[src/rtl/fifo_pkg.sv]
// Shared defaults and width helpers for the parameterised synchronous FIFO.
package fifo_pkg;

  localparam int unsigned DEF_WIDTH     = 8;
  localparam int unsigned DEF_DEPTH     = 16;
  localparam int unsigned DEF_AE_THRESH = 2;

  function automatic int unsigned ptr_w(input int unsigned depth);
    return $clog2(depth);
  endfunction

  function automatic int unsigned cnt_w(input int unsigned depth);
    return $clog2(depth) + 1;
  endfunction

endpackage

[src/rtl/fifo_mem.sv]
// FIFO storage: one synchronous write port, one read port.
// The read port is registered by default, combinational under FIFO_FWFT_EN.
module fifo_mem
  import fifo_pkg::*;
#(
  parameter int unsigned WIDTH = DEF_WIDTH,
  parameter int unsigned DEPTH = DEF_DEPTH,
  parameter int unsigned AW    = ptr_w(DEPTH)
) (
  input  logic             clk,
  input  logic             reset,
  input  logic             we,
  input  logic [AW-1:0]    waddr,
  input  logic [WIDTH-1:0] wdata,
  input  logic             re,
  input  logic [AW-1:0]    raddr,
  output logic [WIDTH-1:0] rdata
);

  logic [WIDTH-1:0] mem [DEPTH];

  // Storage is deliberately left out of reset.
  always_ff @(posedge clk) begin
    if (we) mem[waddr] <= wdata;
  end

`ifdef FIFO_FWFT_EN
  logic unused_ok;
  assign unused_ok = ^{re, reset};
  assign rdata     = mem[raddr];
`else
  always_ff @(posedge clk or negedge reset) begin
    if (!reset)  rdata <= '0;
    else if (re) rdata <= mem[raddr];
  end
`endif

endmodule

[src/rtl/param_sync_fifo.sv]
// Parameterised synchronous FIFO: pointers, occupancy, registered flags and error pulses.
// Define FIFO_FWFT_EN for first-word-fall-through read behaviour.
module param_sync_fifo
  import fifo_pkg::*;
#(
  parameter int unsigned WIDTH     = DEF_WIDTH,
  parameter int unsigned DEPTH     = DEF_DEPTH,
  parameter int unsigned AF_THRESH = DEPTH - 2,
  parameter int unsigned AE_THRESH = DEF_AE_THRESH
) (
  input  logic                   clk,
  input  logic                   reset,
  input  logic                   wr_en,
  input  logic                   rd_en,
  input  logic [WIDTH-1:0]       din,
  output logic [WIDTH-1:0]       dout,
  output logic                   dout_valid,
  output logic                   full,
  output logic                   empty,
  output logic                   almost_full,
  output logic                   almost_empty,
  output logic [$clog2(DEPTH):0] count,
  output logic                   overflow,
  output logic                   underflow
);

  localparam int unsigned AW = ptr_w(DEPTH);
  localparam int unsigned CW = cnt_w(DEPTH);

  logic [AW-1:0] wr_ptr;
  logic [AW-1:0] rd_ptr;
  logic          wr_acc_c;
  logic          rd_acc_c;
  logic [CW-1:0] count_nxt_c;

  // Acceptance uses the pre-edge flags only.
  assign wr_acc_c = wr_en & ~full;
  assign rd_acc_c = rd_en & ~empty;

  always_comb begin
    count_nxt_c = count;
    case ({wr_acc_c, rd_acc_c})
      2'b10:   count_nxt_c = count + CW'(1);
      2'b01:   count_nxt_c = count - CW'(1);
      default: count_nxt_c = count;
    endcase
  end

  // Pointers wrap naturally at DEPTH since DEPTH is a power of two.
  always_ff @(posedge clk or negedge reset) begin
    if (!reset) begin
      wr_ptr       <= '0;
      rd_ptr       <= '0;
      count        <= '0;
      full         <= 1'b0;
      empty        <= 1'b1;
      almost_full  <= 1'b0;
      almost_empty <= 1'b1;
      overflow     <= 1'b0;
      underflow    <= 1'b0;
    end else begin
      if (wr_acc_c) wr_ptr <= wr_ptr + AW'(1);
      if (rd_acc_c) rd_ptr <= rd_ptr + AW'(1);
      count        <= count_nxt_c;
      full         <= (count_nxt_c == CW'(DEPTH));
      empty        <= (count_nxt_c == '0);
      almost_full  <= (count_nxt_c >= CW'(AF_THRESH));
      almost_empty <= (count_nxt_c <= CW'(AE_THRESH));
      overflow     <= wr_en & full;
      underflow    <= rd_en & empty;
    end
  end

`ifdef FIFO_FWFT_EN
  assign dout_valid = ~empty;
`else
  always_ff @(posedge clk or negedge reset) begin
    if (!reset) dout_valid <= 1'b0;
    else        dout_valid <= rd_acc_c;
  end
`endif

  fifo_mem #(
    .WIDTH (WIDTH),
    .DEPTH (DEPTH),
    .AW    (AW)
  ) u_mem (
    .clk   (clk),
    .reset (reset),
    .we    (wr_acc_c),
    .waddr (wr_ptr),
    .wdata (din),
    .re    (rd_acc_c),
    .raddr (rd_ptr),
    .rdata (dout)
  );

endmodule

[config.mk]
export PLATFORM = sky130hd
export DESIGN_NAME = param_sync_fifo
export DESIGN_NICKNAME = d
export VERILOG_FILES = /design/src/rtl/fifo_pkg.sv /design/src/rtl/fifo_mem.sv /design/src/rtl/param_sync_fifo.sv
export SDC_FILE = /design/constraint.sdc
export NUM_CORES = 1
export LEC_CHECK = 0
export CORE_UTILIZATION = 25
export CTS_CLUSTER_DIAMETER = 120
export DETAILED_ROUTE_END_ITERATION = 8
export GPL_TIMING_DRIVEN = 1
export PLACE_DENSITY = 0.42
export SYNTH_ARGS = -nofsm -noshare
export SYNTH_HDL_FRONTEND = slang
export SYNTH_SLANG_ARGS = --single-unit
[constraint.sdc]
create_clock -name clk -period 2.9 [get_ports clk]
set_clock_uncertainty 0.2 [all_clocks]
set_input_delay 0.58 -clock clk [delete_from_list [all_inputs] [get_ports clk]]
set_output_delay 0.58 -clock clk [all_outputs]
set_load 0.01 [all_outputs]
==> impl.org, run 1 <==
** STA
- Final period utilization :: 0.965
- Count of endpoints failing hold in the final timing report :: 0
- Number of failing setup endpoints in the final timing report :: 0
- Minimum clock period after layout :: 2.80 ns
- Adding up every negative setup slack in the final design gives 0 ns.
- Highest clock rate :: 357 MHz
- Slew at the pin closest to its max-slew limit :: 0.699 ns
- The count of final max-slew check failures came to 0.
- Headroom to the max-slew limit :: 0.534

** Finish
- In the final layout, the multi-input gates occupy 1640 sq um.
- Area delta synth->final :: 25.3%
- Reg area :: 4550 sq um
- After filler insertion, the fill cell instance count of the layout stands at 2402.
- Commonest non-fill, non-tap cell in the layout :: sky130_fd_sc_hd__edfxtp_1
- Nets :: 402
- Post-route design area :: 7880 sq um
- The top cell types in the final layout, fill and taps aside, are sky130_fd_sc_hd__edfxtp_1, sky130_fd_sc_hd__clkdlybuf4s50_1, sky130_fd_sc_hd__dfrtp_1.
- The finished layout holds 720 standard cells, fillers aside.
- Of the cells placed in the final design, the portion with a size suffix greater than 1 is 0.258.
- The repair_antennas step left the layout with diodes totalling 0.
- Final core occ :: 0.321

** Pwr
- Final Total Pwr :: 7.75 mW
- Peak VDD IR :: 0.525 mV
- Switching part of the total power :: 0.310
- The share of total power dissipated in the clock network is 0.294.
- For this design the static power due to leakage is 2.71 nW.
- Power Dens Cells :: 983 nW/um^2
- Net load switching power :: 2.41 mW
- Combinational share of power :: 0.312
- The internal power of the cells totals 5.34 mW.
- Of the total power, registers draw 0.394.

** Die
- Measured along the y axis, the die boundary spans 161 um.
- The floorplan step defined a die boundary enclosing 25800 sq um.
- The initialized floorplan defines 57 standard-cell rows.
- The floorplan step defined a core boundary enclosing 24500 sq um.
- The die is 161 um wide.
- The initial utilization of the core area, before any placement, comes to 0.256.
- I/O pins :: 32

** Clocking
- Clock net sink count :: 156
- The tree is rooted in a sky130_fd_sc_hd__clkbuf_16.
- TritonCTS created 17 clock buffers.
- After clock tree synthesis, the clock-pin slew on the worst setup and hold paths is 0.07 ns.
- Postcts setup bufs :: 0
- TritonCTS built the clock tree.
- Clock Latency Late Sink :: 0.43 ns
- # hold bufs at CTS :: 0
- In this run, post-CTS repair resized a total of 0 instances.
- The H-tree was split into 4 levels.
- Number of buffers on the longest clock path :: 2

** Route
- In this run the remaining antenna-violating nets after routing total 0.
- Via density per instance :: 4.40
- In this run, the number of DRC markers left after iteration 0 of detailed routing was 212.
- DR WL/cell :: 18.8 um
- The final route contains 3169 vias.
- Residual DRC count :: 0
- Final Routed Wirelength :: 13600 um
- Initial DRT Pass Iterations :: 4

** Yosys
- Async SR Flop Fraction :: 0.179
- Dominant register cell in the synthesized netlist :: sky130_fd_sc_hd__edfxtp_1
- In this run the mean area of a mapped cell was 19.7 sq um.
- Yosys mapped a number of flops with a built-in enable equal to 128.
- Yosys mapped the design onto 43 distinct sky130hd cell types.
- Area of the mapped netlist :: 6290 sq um
- The Yosys step of the flow raised 0 warnings.
- The number of nets in the synthesized netlist is 338.
- After synthesis the netlist holds a flip-flop and latch count of 156.
- In the synthesized netlist, the number of instances is 319.
- Of the synthesized area, sequential elements account for 0.723.

** Worst setup path
- In this run the worst path has a maximum fanout of 5.
- The most critical setup path has its startpoint at wr_en.
- The endpoint identified for the worst register-to-register timing path is empty.
- The critical path ends at empty.
- The worst setup path is launched from a primary input.
- On the worst path, the slowest cell contributes a delay of 0.49 ns.
- Among all stages on the critical path, the largest delay is contributed by sky130_fd_sc_hd__clkdlybuf4s50_1.
- The critical path crosses 12 cells after its start point.
- In this run the register-to-register setup slack is 0.21 ns.
- The worst setup path is of the primary input to flop kind.
- Path depth of the worst reg2reg path :: 11
- Required @ worst endpoint :: 3.04 ns
- Worst flop-to-flop path startpoint :: empty
- Crit path buffers/inverters :: 3
- Worst EP arrival :: 2.94 ns
- Ordered list of cells on the worst path :: clkdlybuf4s50_1 > nor2b_4 > inv_1 > nand2_2 > xnor2_2 > ha_2 > or3b_2 > nand4_1 > a21oi_2 > xor2_2 > buf_4 > nor4_2
- Top cell family by delay on the critical path :: simple AND/OR/NAND/NOR gates
- Kind of capture point of the worst setup path :: flop

** GRT
- First-pass GRT wire length :: 20800 um
- The number of antenna violations at the first check in global routing came to 0.
- Pin count of the biggest net entering global routing :: 36
- Across every metal layer, demand over resource in global routing totals 0.113.
- The via count of the first global-routing pass was 3354.
- Remaining global-route overflow :: 0

** Place
- Final HPWL from detailed placement :: 8760 um
- In this run the tool buffered the top-level ports with 31 buffer cells.
- After detailed placement, the design holds a cell count of 688.
- Cell area after placement :: 7250 sq um
- Routability-driven placement congestion ratio :: 0.719

** Status
- Run status :: complete, no violations

** Run
- Max Cap Violations :: 0

** Hold path
- Hold Crit Class :: flop to flop
routing by layer:
metal,track usage,vias up,part of all wire
met4,0.0584,0,0.019
met2,0.188,56,0.50
met5,0,-,0
li1,-,1418,-
met1,0.139,1677,0.45
met3,0.0222,18,0.024
Yosys cell counts (all sizes together) (2+ instances only):
library cell / number / area (sq um)
a22oi: 7 / 52.6
mux2i: 8 / 80.1
buf: 11 / 91.3
xor2: 2 / 25.0
a21oi: 4 / 20.0
edfxtp: 128 / 3840
nand2: 9 / 33.8
mux4: 32 / 773
ha: 7 / 87.6
nor3: 3 / 15.0
nand4: 3 / 18.8
o211ai: 2 / 15.0
xnor2: 9 / 78.8
dfrtp: 26 / 651
nand2b: 3 / 18.8
and2: 19 / 119
dfstp: 2 / 52.6
inv: 7 / 28.8
nor2: 2 / 7.51
mux2: 9 / 101
o21ai: 9 / 45.0
clkbuf: 3 / 11.3
registers in the layout, summed over array words and instances, names as in the netlist:
register      flops
u_mem.mem       128
full              1
wr_ptr            4
almost_full       1
almost_empty      1
count             5
underflow         1
rd_ptr            4
empty             1
dout_valid        1
u_mem.rdata       8
overflow          1
power groups by stage:
stage | logic (mW) | clock network [mW] | registers, mW
2_1_floorplan | 1.54 | 0 | 3.05
3_3_place_gp | 2.43 | 0 | 3.09
3_5_place_dp | 2.45 | 0 | 3.11
4_1_cts | 2.46 | 2.34 | 3.06
5_1_grt | 2.62 | 2.41 | 3.10
6_report | 2.42 | 2.28 | 3.05
final cells by class:
class | instances | area share
Sequential cell | 156 | 0.577
Multi-Input combinational cell | 142 | 0.208
Clock buffer | 17 | 0.0540
Clock inverter | 15 | 0.0227
Timing Repair Buffer | 59 | 0.0835
Tap cell | 324 | 0.0514
Inverter | 7 | 0.00365
cell families after synthesis:
kind of cell               share of synthesized area
AOI/OAI and AO/OA                             0.0308
xor gates and xnor gates                      0.0165
buffers and inverters                         0.0209
adders and majority gates                     0.0139
muxes                                          0.152
DFF                                            0.723
and+or+nand+nor                               0.0435
stage by stage:
stage	hold WS [ns]	setup WS, ns
floorplan	0.0844	0.234
global placement	0.304	-0.323
detailed placement	0.324	-0.407
CTS	0.333	0.0300
global route	0.360	-0.0245
finish	0.328	0.102
worst reg2reg max path, cell delays in order, from the launching register on:
cell	delay (ns)
sky130_fd_sc_hd__dfstp_2	0.55
sky130_fd_sc_hd__nand2b_1	0.17
sky130_fd_sc_hd__inv_4	0.04
sky130_fd_sc_hd__nand2_2	0.08
sky130_fd_sc_hd__xnor2_2	0.11
sky130_fd_sc_hd__ha_2	0.22
sky130_fd_sc_hd__or3b_2	0.45
sky130_fd_sc_hd__nand4_1	0.12
sky130_fd_sc_hd__a21oi_2	0.08
sky130_fd_sc_hd__xor2_2	0.21
sky130_fd_sc_hd__buf_4	0.16
sky130_fd_sc_hd__nor4_2	0.20
how the worst min path moves through the flow:
| stage | startpoint | end | slack (ns) | depth (start not counted) |
|---|---|---|---|---|
| floorplan | reset | almost_full | 0.08 | 0 |
| global placement | u_mem.rdata[5] | u_mem.rdata[5] | 0.30 | 2 |
| detailed placement | u_mem.rdata[5] | u_mem.rdata[5] | 0.32 | 2 |
| CTS | u_mem.rdata[5] | u_mem.rdata[5] | 0.33 | 2 |
| global route | u_mem.rdata[5] | u_mem.rdata[5] | 0.36 | 2 |
| finish | u_mem.rdata[5] | u_mem.rdata[5] | 0.33 | 2 |
(Power assumes the default switching activity.)
==> run 2, diff against run 1 <==
Settings changed: GPL_TIMING_DRIVEN 1 to 0.
==> impl.org, run 2 (synthesis gave the netlist of run 1 again) <==
** GRT
- The total overflow reported by the global router came to 0 (unchanged).
- Vias in the first global route :: 3248 (-3.2%)
- Pin count of the biggest net entering global routing :: 29 (-19%)
- The number of antenna violations at the first check in global routing came to 0 (unchanged).
- The wire length of the first global-routing pass was 21400 um (+3.0%).
- Overall track demand over capacity in global routing :: 0.118 (+0.00485)

** Route
- 1st-iter DRT viols :: 210 (-0.94%)
- Initial DRT Pass Iterations :: 5 (+1)
- The detailed-route DRC error count is 0 (unchanged).
- Via count :: 3112 (-1.8%)
- Routed Antenna Nets :: 0 (unchanged)
- The number of vias per cell after detailed routing came to 4.38 (-0.56%).
- Final Routed Wirelength :: 14200 um (+4.4%)
- The per-cell routed wire length is 19.9 um (+5.7%).

** Die
- Die height :: 161 um (unchanged)
- Die width :: 161 um (unchanged)
- The die area came to 25800 sq um (unchanged).
- Std-Cell Core Area :: 24500 sq um (unchanged)
- Effective utilization at floorplan :: 0.256 (unchanged)
- The number of I/O pins is 32 (unchanged).
- Number of rows in the core area :: 57 (unchanged)

** Clocking
- Clock tree from TritonCTS :: done
- Clock input transition at the sequential cells of the worst setup and hold paths :: 0.06 ns (about the same)
- The worst-skew pair later-pin latency came to 0.41 ns (-0.02 ns).
- H-tree levels :: 4 (unchanged)
- Number of buffers on the longest clock path :: 2 (unchanged)
- The number of CTS-inserted buffers is 17 (unchanged).
- Clk Tree Root Cell :: sky130_fd_sc_hd__clkbuf_16
- The clock net sink count came to 156 (unchanged).

** STA
- Worst slack on hold paths :: 0.0410 ns (-0.287 ns)
- The maximum clock frequency came to 353 MHz (-1.3%).
- Final period utilization :: 0.977 (+0.0124)
- Number of failing setup endpoints in the final timing report :: 0 (unchanged)
- Count of endpoints failing hold in the final timing report :: 0 (unchanged)
- Setup repair after global routing could not meet its margin everywhere.
- Minimum clock period after layout :: 2.83 ns (+0.0358 ns)
- Headroom to the max-slew limit :: 0.451 (-0.0831)
- Fin. max-slew vios :: 0 (unchanged)
- Slew at the pin closest to its max-slew limit :: 0.823 ns (+0.125 ns)

** Place
- Number of port buffers :: 31 (unchanged)
- The standard cell area after detailed placement is 7000 sq um (-3.5%).
- The placed wire-length estimate after detailed placement is 9200 um (+5.0%).
- Routability-driven placement congestion ratio :: 0.700 (-2.6%)

** Finish
- The proportion of layout cells with a drive suffix above 1 came to 0.230 (-0.0276).
- The final standard cell area without fillers was 7700 sq um (-2.3%).
- Largest registers :: u_mem.mem x128, u_mem.rdata x8, count x5
- Nets :: 393 (-2.2%)
- Top library cells by usage in the layout, fill and taps aside :: sky130_fd_sc_hd__edfxtp_1, sky130_fd_sc_hd__clkdlybuf4s50_1, sky130_fd_sc_hd__dfrtp_1
- The number of antenna cells inserted is 0 (unchanged).
- Area delta synth->final :: 22.4%
- The final-layout fill cell count is 2405 (+0.12%).
- Leaving out fill and tap cells, the most frequent cell in the layout is sky130_fd_sc_hd__edfxtp_1.
- Number of flip-flops in the largest register :: 128 (unchanged)
- More flip-flops sit in one register than any other, and that register is u_mem.mem.

** Worst setup path
- CP startpoint kind :: primary input
- Ordered list of cells on the worst path :: clkdlybuf4s50_1 > nand2b_1 > buf_6 > inv_4 > nand2_2 > xnor2_2 > ha_2 > or3b_2 > nand4_1 > a21oi_2 > xor2_2 > nor4b_4
- The worst setup path is of the primary input to flop kind.
- On the critical path, the stage with the largest delay is an instance of sky130_fd_sc_hd__clkdlybuf4s50_1.
- Launch point of the worst path :: rd_en
- Worst flop-to-flop path endpoint :: full
- Following the worst setup path forward leads to its endpoint at full.
- The delay of the slowest cell on the worst path is 0.47 ns (-0.02 ns).
- The worst setup path is captured at a flop.
- Instance count on the critical path :: 12 (unchanged)
- The critical path data required time was 3.03 ns (about the same).
- The worst-case register-to-register setup slack came to 0.17 ns (-0.04 ns).
- Worst EP arrival :: 2.96 ns (+0.02 ns)
- The largest fanout on the critical path was 6 (+1).
- Path depth of the worst reg2reg path :: 11 (unchanged)
- Top cell family by delay on the critical path :: simple AND/OR/NAND/NOR gates
- Worst flop-to-flop path startpoint :: empty
- Crit path buffers/inverters :: 3 (unchanged)

** Pwr
- The peak supply drop came to 0.380 mV (-28%).
- The standby leakage power is 2.62 nW (-3.3%).
- The total power density per cell area is 1010 nW/um^2 (+3.0%).

** Hold path
- Hold Crit Class :: primary input to async pin

** Run
- The number of maximum-capacitance constraint violations was 0 (unchanged).

** Status
- Run status :: complete, no violations
==> run 2: cell count changes in the layout (fill, tap and decap cells not counted), sizes merged <==
cell and delta:
clkdlybuf4s50 -1, clkinv -2, inv -7, clkbuf +9
clkinvlp +2, bufinv +1, buf -11
==> run 2: cell type report <==
| class | instances | area, sq um | area share |
|---|---|---|---|
| buffer | 14 | 109 | 0.0141 |
| clock buffer | 23 | 478 | 0.0620 |
| clock inverter | 9 | 135 | 0.0175 |
| inverter | 7 | 28.8 | 0.00374 |
| multi-input combinational | 142 | 1660 | 0.215 |
| sequential | 156 | 4550 | 0.590 |
| tap | 324 | 405 | 0.0526 |
| timing repair buffer | 36 | 343 | 0.0445 |
==> run 2: where the power goes <==
group,switching (mW),internal [mW]
registers,0.213,2.81
logic,1.28,1.21
clock network,0.864,1.43
total,2.36,5.45
==> run 2: worst min path at each step <==
stage	startpoint	endpoint	slack, ns	cells after the start
floorplan	reset	almost_full	0.08	0
global placement	full	overflow	0.30	1
detailed placement	full	overflow	0.30	1
CTS	reset	count[0]	0.05	1
global route	reset	count[0]	0.06	1
finish	reset	almost_full	0.04	1
==> run 2: timing repair <==
action                     in CTS  in global routing
buffers inserted                1                  4
gates resized for setup         5                  6
hold buffers                    0                  0
pin swaps                       0                  4
setup endpoints to repair       3                  4
gates cloned                    0                  0
==> run 2: metrics by stage <==
step | setup slack [ns] | power, mW | utilization | std cells | setup TNS [ns]
4_1_cts | 0.0106 | 7.84 | 0.311 | 707 | 0
5_1_grt | -0.0372 | 8.21 | 0.314 | 711 | -0.0372
6_report | 0.0664 | 7.80 | 0.314 | 711 | 0
2_1_floorplan | 0.234 | 4.59 | - | 319 | 0
3_3_place_gp | -0.535 | 5.47 | 0.286 | 674 | -2.44
3_5_place_dp | -0.554 | 5.48 | 0.285 | 674 | -2.68
==> run 2: per-layer routing <==
metal | part of all wire | GRT usage | vias up
li1 | - | - | 1394
met1 | 0.46 | 0.157 | 1638
met2 | 0.49 | 0.187 | 72
met3 | 0.039 | 0.0258 | 8
met4 | 0.0084 | 0.0463 | 0
met5 | 0 | 0 | -
==> run 3, diff against run 2 <==
Settings changed: CTS_CLUSTER_SIZE set to 14, SYNTH_HIERARCHICAL set to 1.
==> impl.org, run 3 <==
** GRT
- Vias in the first global route :: 3329 (+2.5%)
- The aggregate global-route resource usage was 0.113 (-0.00484).
- Pin count of the biggest net entering global routing :: 29 (unchanged)
- First-pass GRT wire length :: 21100 um (-1.2%)
- Remaining global-route overflow :: 0 (unchanged)
- The number of antenna violations at the first check in global routing was 0 (unchanged).

** Yosys
- By count the netlist is led by sky130_fd_sc_hd__edfxtp_1, sky130_fd_sc_hd__dfrtp_1, sky130_fd_sc_hd__mux4_2.
- Post-synth EDFFs :: 128 (unchanged)
- Number of cells produced by synthesis :: 333 (+4.4%)
- Async SR Flop Fraction :: 0.179 (unchanged)
- Yosys attributes the largest share of cell area to sky130_fd_sc_hd__edfxtp_1, sky130_fd_sc_hd__dfrtp_1, sky130_fd_sc_hd__mux4_2, sky130_fd_sc_hd__mux4_1, sky130_fd_sc_hd__a221oi_2.
- Area share of the largest cell type after synthesis :: 0.602 (-0.00933)
- sky130_fd_sc_hd__edfxtp_1 is the most common cell in the netlist.
- The average cell area after synthesis was 19.2 sq um (-2.7%).
- Count of synthesis-stage warnings from yosys :: 6 (+6)
- Post-Syn Nets :: 349 (+3.3%)
- Number of register bits inferred by synthesis :: 156 (unchanged)
- Post-synthesis cell type with the largest combined area :: sky130_fd_sc_hd__edfxtp_1
- Number of distinct standard cells referenced by the synthesized netlist :: 50 (+16%)
- Dominant register cell in the synthesized netlist :: sky130_fd_sc_hd__edfxtp_1
- Sequential share of the synthesized area :: 0.712 (-0.0110)
- Area of the mapped netlist :: 6390 sq um (+1.6%)

** Die
- I/O pins :: 32 (unchanged)
- The die area was 26200 sq um (+1.5%).
- The area inside the core boundary came to 25100 sq um (+2.3%).
- Number of rows in the core area :: 58 (+1.8%)
- Die width :: 162 um (+0.77%)
- Die height :: 162 um (+0.77%)
- The effective utilization at floorplan came to 0.254 (-0.00199).

** Worst setup path
- Top cell family by delay on the critical path :: simple AND/OR/NAND/NOR gates
- The delay of the slowest cell on the worst path was 0.80 ns (+0.33 ns).
- Crit path buffers/inverters :: 3 (unchanged)
- STA classifies the critical path endpoint as a flop.
- CP startpoint kind :: primary input
- The critical path data required time came to 2.74 ns (-0.29 ns).
- Worst setup path class :: primary input to flop
- Walking the worst path, the cells encountered are clkdlybuf4s50_1 > nand2b_4 > buf_6 > inv_2 > or3b_2 > nor2_1.
- The largest fanout on the critical path is 10 (+4).
- Worst EP arrival :: 2.78 ns (-0.18 ns)
- Cell with the largest stage delay on the worst path :: sky130_fd_sc_hd__nor2_1

** Place
- Final HPWL from detailed placement :: 8860 um (-3.8%)
- Number of port buffers :: 31 (unchanged)
- Routability-driven placement congestion ratio :: 0.796 (+14%)
- The number of placed instances, taps included is 694 (+3.0%).

** Finish
- The number of standard cells in the final layout excluding fillers is 726 (+2.1%).
- The proportion of layout cells with a drive suffix above 1 came to 0.278 (+0.0478).
- The library cell used most frequently in the layout, excluding fill and tap cells, is sky130_fd_sc_hd__edfxtp_1.
- Number of flip-flops in the largest register :: 128 (unchanged)
- The area growth from synthesis to layout is 21.9%.
- Reg area :: 4550 sq um (unchanged)
- In the layout the commonest cells are sky130_fd_sc_hd__edfxtp_1, sky130_fd_sc_hd__clkdlybuf4s50_1, sky130_fd_sc_hd__dfrtp_1, sky130_fd_sc_hd__mux4_2, sky130_fd_sc_hd__nor2_1.
- The final net count was 399 (+1.5%).
- Ranked by flip-flop count, first place goes to u_mem/mem.
- Area of the multi-input gates :: 1730 sq um (+4.2%)
- Inserted Diodes :: 0 (unchanged)
- The largest registers in the layout are u_mem/mem x128, u_mem/rdata x8, count x5.
- The final-layout fill cell count is 2504 (+4.1%).
- Final core occ :: 0.310 (-0.00386)

** Clocking
- The setup fix buffers added after clock tree synthesis is 0 (-1).
- In this run the clock root is driven by a sky130_fd_sc_hd__clkbuf_16.
- Clock tree from TritonCTS :: done
- The buffer levels on the longest clock path was 2 (unchanged).
- The clock net sink count is 156 (unchanged).
- H-tree levels :: 4 (unchanged)
- Total clock buffers created by CTS :: 17 (unchanged)
- # hold bufs at CTS :: 0 (unchanged)
- Clock Latency Late Sink :: 0.42 ns (about the same)
- Clock input transition at the sequential cells of the worst setup and hold paths :: 0.07 ns (about the same)

** Route
- Final Routed Wirelength :: 13900 um (-2.1%)
- The detailed-route DRC error count is 0 (unchanged).
- Initial DRT Pass Iterations :: 4 (-1)
- The iteration-0 DRC count of the detailed router was 175 (-17%).
- The via count of the routed design is 3227 (+3.7%).
- The number of vias per cell after detailed routing was 4.44 (+1.6%).
- DR WL/cell :: 19.1 um (-4.1%)
- Routed Antenna Nets :: 0 (unchanged)

** Pwr
- Leakage power :: 2.56 nW (-2.2%)
- Final Total Pwr :: 8.10 mW (+3.8%)
- The peak supply drop is 0.498 mV (+31%).
- Power Dens Cells :: 1040 nW/um^2 (+2.7%)

** Hold path
- The tightest min-delay check is of the primary input to async pin type.

** STA
- Highest clock rate :: 340 MHz (-3.5%)
- The slew at the pin closest to its max-slew limit was 1.07 ns (+0.249 ns).
- Fin. max-slew vios :: 0 (unchanged)
- The final worst-path cycle share came to 1.01 (+0.0359).
- The number of setup violations in the final report came to 8 (+8).
- The least setup slack across all paths after layout is -0.0377 ns (-0.104 ns).
- Setup repair after global routing could not meet its margin everywhere.
- Setup TNS Final :: -0.275 ns (-0.275 ns)
- The worst max-slew margin expressed relative to the limit is 0.283 (-0.169).
- Minimum clock period after layout :: 2.94 ns (+0.104 ns)
- Count of endpoints failing hold in the final timing report :: 0 (unchanged)
- Worst slack on hold paths :: 0.00581 ns (-0.0352 ns)

** Run
- The number of maximum-capacitance constraint violations is 0 (unchanged).

** Status
- Violated checks :: negative setup slack
- The run finished, with violations left.
[run 3: cell count changes after synthesis, moves of 8 or more]
cell                       previous run  this run
sky130_fd_sc_hd__a221oi_2             0         9
sky130_fd_sc_hd__and2_1              19         3
sky130_fd_sc_hd__mux2_2               9         1
sky130_fd_sc_hd__mux4_1              14         6
sky130_fd_sc_hd__mux4_2              18        26
sky130_fd_sc_hd__nor2_1               2        21
[run 3: cells by family after synthesis]
group / Yosys count / share of synthesized area
DFF: 156 / 0.712
and+or+nand+nor: 63 / 0.0523
muxes: 41 / 0.131
AOI/OAI and AO/OA: 32 / 0.0491
buffers and inverters: 26 / 0.0323
xor gates and xnor gates: 11 / 0.0163
adders and majority gates: 4 / 0.00783
[run 3: path summary, 6_finish.rpt]
check	from	endpoint	slack, ns	depth (start not counted)
hold reg to reg	rd_ptr[3]	rd_ptr[3]	0.28	1
hold / removal	reset	almost_full	0.006	1
min in group clk	rd_ptr[3]	rd_ptr[3]	0.28	1
setup reg to reg	empty	almost_full	0.16	12
setup / recovery	wr_en	u_mem/mem[1][7]	-0.04	6
max in group asynchronous	reset	u_mem/rdata[0]	2.03	1
[run 3: layer usage]
metal	track usage	vias to the layer above	wire (um)
met5	0	-	0
met1	0.149	1713	6410
met3	0.0309	7	583
li1	-	1443	-
met4	0.0322	0	110
met2	0.182	64	6770
[run 3: timing repair]
item,4_1_cts,5_1_grt
pin swaps,2,2
gates resized for setup,8,4
setup endpoints to repair,12,28
[run 3: power by group]
part	switching, mW	internal, mW
logic	1.48	1.37
registers	0.244	2.81
clock network	1.03	1.16
total	2.76	5.34
[run 3: metrics by stage]
stage                     setup WS, ns  instance area, sq um
after floorplan                  0.260                  6390
after global placement          -0.948                  7110
after detailed placement        -0.703                  7130
after CTS                       0.0181                  7760
after global routing           -0.0613                  7790
final                          -0.0377                  7790
[run 3: worst register-to-register path: stages (launching register included)]
cell                       delay (ns)
sky130_fd_sc_hd__dfstp_2         0.54
sky130_fd_sc_hd__nand2b_4        0.12
sky130_fd_sc_hd__buf_8           0.12
sky130_fd_sc_hd__inv_4           0.07
sky130_fd_sc_hd__nand2_1         0.11
sky130_fd_sc_hd__xnor2_2         0.13
sky130_fd_sc_hd__ha_4            0.19
sky130_fd_sc_hd__nor3b_1         0.19
sky130_fd_sc_hd__a31oi_1         0.12
sky130_fd_sc_hd__a221oi_2        0.38
sky130_fd_sc_hd__xnor2_2         0.18
sky130_fd_sc_hd__inv_2           0.10
sky130_fd_sc_hd__a31o_1          0.20
[run 3: layout make-up]
type / instances / share of cell area
inverter: 7 / 0.00370
tap: 330 / 0.0530
sequential: 156 / 0.584
buffer: 19 / 0.0228
clock buffer: 17 / 0.0546
multi-input combinational: 151 / 0.222
timing repair buffer: 31 / 0.0390
clock inverter: 15 / 0.0212
